`config.mk`:
```
export PLATFORM = sky130hd
export DESIGN_NAME = counter_sequencer_flat
export DESIGN_NICKNAME = d
export VERILOG_FILES = /design/src/rtl/counter_sequencer_if.sv /design/src/rtl/counter_sequencer.sv /design/src/flat_wrapper.sv
export SDC_FILE = /design/constraint.sdc
export NUM_CORES = 1
export LEC_CHECK = 0
export CAP_MARGIN = 20
export CORE_MARGIN = 2
export CORE_UTILIZATION = 30
export CTS_BUF_LIST = sky130_fd_sc_hd__clkbuf_4
export CTS_CLUSTER_SIZE = 20
export DETAILED_ROUTE_END_ITERATION = 8
export DONT_BUFFER_PORTS = 1
export PLACE_DENSITY = 0.42
export SYNTH_ARGS = -nofsm -noshare
export SYNTH_HDL_FRONTEND = slang
export SYNTH_SLANG_ARGS = --single-unit
```
`constraint.sdc`:
```
create_clock -name clk -period 2.2 [get_ports clk]
set_clock_uncertainty 0.15 [all_clocks]
set_input_delay 0.44 -clock clk [delete_from_list [all_inputs] [get_ports clk]]
set_output_delay 0.44 -clock clk [all_outputs]
set_load 0.01 [all_outputs]
```
`src/rtl/counter_sequencer_if.sv`:
```
// -----------------------------------------------------------------------------
// counter_sequencer_if
// Bundles the operator controls and the display-side outputs of the run-control
// sequencer so the board top and the sequencer share one connection object.
//
// Signals:
//   btn_load_n, btn_start_n, btn_stop_n : raw active-low push-buttons (async)
//   dir      : 1 = count up, 0 = count down
//   wrap_en  : 1 = wrap at the terminal value, 0 = stop there
//   load_val : value taken by a load command
//   count    : current count value
//   state    : 00 IDLE, 01 LOAD, 10 RUN, 11 HOLD
//   running  : high exactly while in RUN
//   tc       : one-cycle terminal-count pulse
// Modports:
//   master : drives the controls, observes the outputs (board top / bench)
//   slave  : the sequencer itself
// -----------------------------------------------------------------------------
interface counter_sequencer_if #(
  parameter int WIDTH = 3
);
  logic             btn_load_n;
  logic             btn_start_n;
  logic             btn_stop_n;
  logic             dir;
  logic             wrap_en;
  logic [WIDTH-1:0] load_val;
  logic [WIDTH-1:0] count;
  logic [1:0]       state;
  logic             running;
  logic             tc;

  modport master (
    output btn_load_n, btn_start_n, btn_stop_n, dir, wrap_en, load_val,
    input  count, state, running, tc
  );

  modport slave (
    input  btn_load_n, btn_start_n, btn_stop_n, dir, wrap_en, load_val,
    output count, state, running, tc
  );
endinterface

```
`src/rtl/counter_sequencer.sv`:
```
// -----------------------------------------------------------------------------
// counter_sequencer
// Run-control sequencer for the loadable display counter. Raw buttons are
// synchronised, debounced and turned into single-cycle press events; an FSM
// then sequences load / run / hold of a WIDTH-bit counter that steps on a
// prescaled tick.
//
// Ports:
//   clk   : board clock, rising edge
//   rst_n : asynchronous active-low reset
//   io    : counter_sequencer_if.slave (buttons, dir, wrap_en, load_val in;
//           count, state, running, tc out -- all outputs are registered)
// -----------------------------------------------------------------------------
module counter_sequencer #(
  parameter int WIDTH    = 3,
  parameter int TICK_DIV = 50000000,
  parameter int DEBOUNCE = 500000
) (
  input  logic               clk,
  input  logic               rst_n,
  counter_sequencer_if.slave io
);

  localparam int PW = $clog2(TICK_DIV);
  localparam int DW = $clog2(DEBOUNCE + 1);
  localparam logic [PW-1:0]    TICK_LAST = PW'(TICK_DIV - 1);
  localparam logic [DW-1:0]    DB_LAST   = DW'(DEBOUNCE - 1);
  localparam logic [WIDTH-1:0] CNT_MAX   = {WIDTH{1'b1}};
  localparam logic [WIDTH-1:0] CNT_ZERO  = {WIDTH{1'b0}};

  typedef enum logic [1:0] {
    ST_IDLE = 2'b00,
    ST_LOAD = 2'b01,
    ST_RUN  = 2'b10,
    ST_HOLD = 2'b11
  } state_t;

  // Button index: 0 = load, 1 = start, 2 = stop
  logic [2:0]    w_btn_raw;
  logic [2:0]    r_sync1;
  logic [2:0]    r_sync2;
  logic [2:0]    r_db;
  logic [2:0]    r_press;
  logic [DW-1:0] r_db_cnt [3];

  state_t           r_state;
  logic [WIDTH-1:0] r_count;
  logic [PW-1:0]    r_presc;
  logic             r_tc;
  logic             r_running;

  logic             w_ld;
  logic             w_start;
  logic             w_stop;
  logic             w_tick;
  logic [WIDTH-1:0] w_term;
  logic [WIDTH-1:0] w_step;

  assign w_btn_raw = {io.btn_stop_n, io.btn_start_n, io.btn_load_n};

  // Synchronise, debounce and edge-detect the three buttons
  always_ff @(posedge clk or negedge rst_n) begin
    if (!rst_n) begin
      r_sync1 <= 3'b111;
      r_sync2 <= 3'b111;
      r_db    <= 3'b111;
      r_press <= 3'b000;
      for (int i = 0; i < 3; i++) begin
        r_db_cnt[i] <= {DW{1'b0}};
      end
    end else begin
      r_sync1 <= w_btn_raw;
      r_sync2 <= r_sync1;
      for (int i = 0; i < 3; i++) begin
        r_press[i] <= 1'b0;
        if (r_sync2[i] == r_db[i]) begin
          r_db_cnt[i] <= {DW{1'b0}};
        end else if (r_db_cnt[i] == DB_LAST) begin
          // This cycle is the DEBOUNCE-th consecutive mismatch: accept it.
          // Only a 1->0 acceptance is a press; releases raise no event.
          r_db[i]     <= r_sync2[i];
          r_db_cnt[i] <= {DW{1'b0}};
          r_press[i]  <= ~r_sync2[i];
        end else begin
          r_db_cnt[i] <= r_db_cnt[i] + DW'(1);
        end
      end
    end
  end

  assign w_ld    = r_press[0];
  assign w_start = r_press[1];
  assign w_stop  = r_press[2];
  assign w_tick  = (r_presc == TICK_LAST);
  assign w_term  = io.dir ? CNT_MAX : CNT_ZERO;
  // Modular step: at the terminal value this is exactly the wrapped value
  assign w_step  = io.dir ? (r_count + WIDTH'(1)) : (r_count - WIDTH'(1));

  // Run-control FSM with registered count, prescaler, tc and running
  always_ff @(posedge clk or negedge rst_n) begin
    if (!rst_n) begin
      r_state   <= ST_IDLE;
      r_count   <= CNT_ZERO;
      r_presc   <= {PW{1'b0}};
      r_tc      <= 1'b0;
      r_running <= 1'b0;
    end else begin
      r_tc <= 1'b0;
      case (r_state)
        ST_IDLE, ST_HOLD: begin
          if (w_ld) begin
            r_state   <= ST_LOAD;
            r_count   <= io.load_val;
            r_running <= 1'b0;
          end else if (w_start) begin
            r_state   <= ST_RUN;
            r_presc   <= {PW{1'b0}};
            r_running <= 1'b1;
          end else begin
            r_state   <= r_state;
            r_running <= 1'b0;
          end
        end
        ST_LOAD: begin
          // Single-cycle state; events arriving now are dropped
          r_state   <= ST_HOLD;
          r_running <= 1'b0;
        end
        ST_RUN: begin
          // Commands take precedence over a coincident tick
          if (w_ld) begin
            r_state   <= ST_LOAD;
            r_count   <= io.load_val;
            r_running <= 1'b0;
          end else if (w_stop) begin
            r_state   <= ST_HOLD;
            r_running <= 1'b0;
          end else if (w_tick) begin
            r_presc <= {PW{1'b0}};
            if (r_count == w_term) begin
              r_tc <= 1'b1;
              if (io.wrap_en) begin
                r_count   <= w_step;
                r_running <= 1'b1;
              end else begin
                r_state   <= ST_HOLD;
                r_running <= 1'b0;
              end
            end else begin
              r_count   <= w_step;
              r_running <= 1'b1;
            end
          end else begin
            r_presc   <= r_presc + PW'(1);
            r_running <= 1'b1;
          end
        end
        default: begin
          r_state   <= ST_IDLE;
          r_running <= 1'b0;
        end
      endcase
    end
  end

  assign io.count   = r_count;
  assign io.state   = r_state;
  assign io.running = r_running;
  assign io.tc      = r_tc;

endmodule

```
`src/flat_wrapper.sv`:
```
// flat-port wrapper written by rule: the top's interface ports become plain ports
module counter_sequencer_flat 
#(
  parameter int WIDTH    = 3,
  parameter int TICK_DIV = 50000000,
  parameter int DEBOUNCE = 500000
)
  (clk, rst_n, io_btn_load_n, io_btn_start_n, io_btn_stop_n, io_dir, io_wrap_en, io_load_val, io_count, io_state, io_running, io_tc);
  counter_sequencer_if #(.WIDTH(WIDTH)) io_i ();
  input  logic clk;
  input  logic rst_n;
  input wire logic [$bits(io_i.btn_load_n)-1:0] io_btn_load_n;
  input wire logic [$bits(io_i.btn_start_n)-1:0] io_btn_start_n;
  input wire logic [$bits(io_i.btn_stop_n)-1:0] io_btn_stop_n;
  input wire logic [$bits(io_i.dir)-1:0] io_dir;
  input wire logic [$bits(io_i.wrap_en)-1:0] io_wrap_en;
  input wire logic [$bits(io_i.load_val)-1:0] io_load_val;
  output wire logic [$bits(io_i.count)-1:0] io_count;
  output wire logic [$bits(io_i.state)-1:0] io_state;
  output wire logic [$bits(io_i.running)-1:0] io_running;
  output wire logic [$bits(io_i.tc)-1:0] io_tc;
  assign io_i.btn_load_n = io_btn_load_n;
  assign io_i.btn_start_n = io_btn_start_n;
  assign io_i.btn_stop_n = io_btn_stop_n;
  assign io_i.dir = io_dir;
  assign io_i.wrap_en = io_wrap_en;
  assign io_i.load_val = io_load_val;
  assign io_count = io_i.count;
  assign io_state = io_i.state;
  assign io_running = io_i.running;
  assign io_tc = io_i.tc;
  counter_sequencer #(.WIDTH(WIDTH), .TICK_DIV(TICK_DIV), .DEBOUNCE(DEBOUNCE)) u_core (.clk(clk), .rst_n(rst_n), .io(io_i));
endmodule
```
==> run_results.csv <==
group,metric,value,unit
final_layout,fin_util,0.3386,
sta,drv_slew,0,
power_and_ir_drop,seq_power_share,0.650,
clock_network,clkTransAtPathRegs,0.18,ns
sta,setup_viol,0,
final_layout,layout_common_cells,"dfrtp_1, nor2_1, nand2_1, xor2_1, nand3_1",
clock_network,tritoncts,"yes",
sta,layout_min_cycle_time,2.125,ns
worst_setup_path,worstPathCellList,"inv_1 > ha_2 > nor2b_1 > nor3_1 > and4bb_2 > a211o_1 > o21ai_0",
sta,fin_crit_sh,0.9657,
yosys,synthFlopType,"dfrtp_1",
power_and_ir_drop,ir_worst_vdd,0.3709,mV
worst_setup_path,cp-end-kind,"flip-flop",
worst_setup_path,cpMaxStageDelayCell,"dfrtp_1",
clock_network,cts_htree_levels,3,
yosys,yosysTopAreaCell,"dfrtp_1",
final_layout,areaGrowthSynthToFinish,11.72,%
final_layout,multi_input_area,0.002540,mm²
yosys,ys_top_cells_by_area,"dfrtp_1, nor2_1, xor2_1",
worst_setup_path,critPathLaunchType,"flip-flop",
hold_path,holdCritPathClass,"input port to async pin",
yosys,synth_mux_area_frac,0.01182,
yosys,synth_nets,537,
die,coreArea,0.01712,mm²
grt,grt_pass1_wl,19410,µm
worst_setup_path,r2r_cells,7,
yosys,syn_area_per_cell,9.995,µm²
worst_setup_path,crit_type,"flip-flop to flip-flop",
worst_setup_path,r2r_start,"u_core.io.state[0]",
yosys,seq_area_frac_synth,0.4942,
clock_network,cts_max_path_buffers,2,
worst_setup_path,critPathTopFamily,"simple AND/OR/NAND/NOR gates",
grt,overflow,0,
final_layout,seq_area,0.002565,mm²
final_layout,nNetsFinal,564,
clock_network,cts-root-buf,"clkbuf_4",
power_and_ir_drop,combPwrFrac,0.019,
clock_network,cts_hold_buf,3,
die,dieWidth,135.5,µm
yosys,synthSimpleGateAreaFrac,0.2704,
die,die_h,135.5,µm
yosys,synth_compound_area_frac,0.05909,
power_and_ir_drop,clkPwrFrac,0.331,
power_and_ir_drop,p_switching,764.2,µW
detailed_routing,wirelength,11500,µm
yosys,synth_area,0.005187,mm²
grt,grt_usage,0.1352,
power_and_ir_drop,design_power_total,2953,µW
yosys,yosysWarnings,0,
detailed_routing,ant_nets,0,
yosys,syn_inst,519,
grt,grt_pass1_vias,3871,
sta,hold_violations,102,
worst_setup_path,crit_cells,7,
sta,relSlewSlack,0.6645,
placed_design,dp_hpwl,7723,µm
clock_network,insertion_delay,0.49,ns
yosys,synthXorXnorAreaFrac,0.1131,
detailed_routing,wire_per_inst,14.80,µm
yosys,synth_top_family_by_area,"simple AND/OR/NAND/NOR gates",
yosys,synth.distinct_cells,66,
placed_design,routabilityCongestion,0.8183,
detailed_routing,routed_via_density,4.849,
power_and_ir_drop,swShare,0.2588,
sta,worstMarginPinSlew,0.4991,ns
sta,max_freq,470.7,MHz
worst_setup_path,cp-endpoint,"u_core.io.count[2]",
outcome,status,"finished, violations left",
worst_setup_path,rrSetupSlack,0.08,ns
worst_setup_path,crit_arrival,2.38,ns
power_and_ir_drop,p_per_area,509.5,mW/mm²
yosys,netlist.area_leader.share,0.4486,
placed_design,port-buffer-count,0,
worst_setup_path,critical-path-max-stage-delay,0.44,ns
grt,antenna_found_initial,1,
outcome,violations,"negative hold slack",
power_and_ir_drop,leakage,0.002393,µW
final_layout,fill_cells,1774,
flow_run,maxCapViolCount,0,
detailed_routing,drtPass1Iterations,6,
grt,grt_max_degree,103,
yosys,synth-seq-cells,102,
detailed_routing,num_vias,3768,
worst_setup_path,cp-startpoint,"u_core.io.state[0]",
worst_setup_path,required,2.45,ns
clock_network,cts.sinks,102,
final_layout,mostFrequentLayoutCell,"dfrtp_1",
yosys,async_flop_share,1.000,
final_layout,drive_above_1_share,0.1615,
clock_network,cts_buffers,9,
sta,holdWs,-0.5349,ns
power_and_ir_drop,p_int,2189,µW
die,std_cell_rows,48,
detailed_routing,drt_iter0_markers,183,
worst_setup_path,cp_max_fo,6,
detailed_routing,drc,0,
worst_setup_path,cp_num_buf_inv,1,
yosys,synth-edff-count,0,
die,dieArea,0.01836,mm²
worst_setup_path,regToRegEndpoint,"u_core.io.count[2]",
die,start_util,0.3031,
yosys,synthAdderAreaFrac,0.02074,
die,pin_count,17,
synth_stat cells, drive strengths merged (7+ instances only):
cell type and instances:
dfrtp 93, nor2 89, nand2 39, nand3 36
xor2 35, xnor2 32, nand4 22, inv 18
nor3 17, and3 16, nor4 11, o21ai 11
buf 9, dfstp 9, a21oi 8, and4 8
ha 7
flip-flops by register name (all words and copies together), names as in the netlist:
register / cells
u_core.r_db: 3
u_core.r_sync1: 3
u_core.io.count: 3
u_core.r_db_cnt: 57
u_core.io.tc: 1
u_core.io.running: 1
u_core.r_presc: 26
u_core.r_press: 3
u_core.r_sync2: 3
u_core.io.state: 2
power groups by stage:
stage / Combinational (µW) / Sequential (µW) / Clock, µW
2_1_floorplan: 49.0 / 1950 / 0
3_3_place_gp: 52.1 / 1950 / 0
3_5_place_dp: 52.0 / 1950 / 0
4_1_cts: 56.8 / 1920 / 1040
5_1_grt: 64.9 / 1930 / 1120
6_report: 55.3 / 1920 / 977
worst min path at each step:
| stage | startpoint | end | slack, ns |
|---|---|---|---|
| after global placement | rst_n | u_core.r_presc[4] | -0.002 |
| after global routing | rst_n | u_core.r_db_cnt[9] | -0.63 |
| after detailed placement | rst_n | u_core.r_presc[4] | -0.001 |
| after floorplan | rst_n | u_core.io.count[0] | -0.006 |
| after CTS | rst_n | u_core.r_db_cnt[8] | -0.60 |
| final | rst_n | u_core.r_presc[8] | -0.53 |
layout make-up:
cell class                 count  share of cell area
clock buffer                  10             0.01295
inverter                      18             0.01166
tap                          225             0.04858
clock inverter                 6            0.009283
multi-input combinational    388              0.4383
sequential                   102              0.4426
timing repair buffer          27             0.03627
antenna                        1           0.0004318
kinds of logic after synthesis:
logic type / Yosys count
AOI/OAI and AO/OA: 45
xor gates and xnor gates: 67
adders and majority gates: 8
buffers and inverters: 29
DFF: 102
muxes: 5
and+or+nand+nor: 263
per-stage QoR:
stage	instance area, µm²	worst slack, ns	TNS (ns)	instances
after floorplan	5187	0.1287	0	519
after global placement	5528	0.06000	0	753
after detailed placement	5528	0.02990	0	753
after CTS	5688	-0.002930	-0.004982	772
after global routing	5796	-0.01141	-0.03080	777
final	5796	0.07543	0	777
timing repair:
action | CTS | global route
gates resized for setup | 1 | 15
cloned | 0 | 0
pin swaps | 0 | 1
hold endpoints to repair | 105 | 102
setup buffers | 0 | 4
endpoints found under the setup margin | 3 | 21
layer usage:
metal,up-vias,GRT usage,wire length [µm]
met4,0,0.04398,144
li1,1858,-,-
met1,1860,0.1782,5580
met3,10,0.03517,306
met5,-,0,0
met2,40,0.2177,5469
Note: power is estimated with default switching activity, not from simulation.
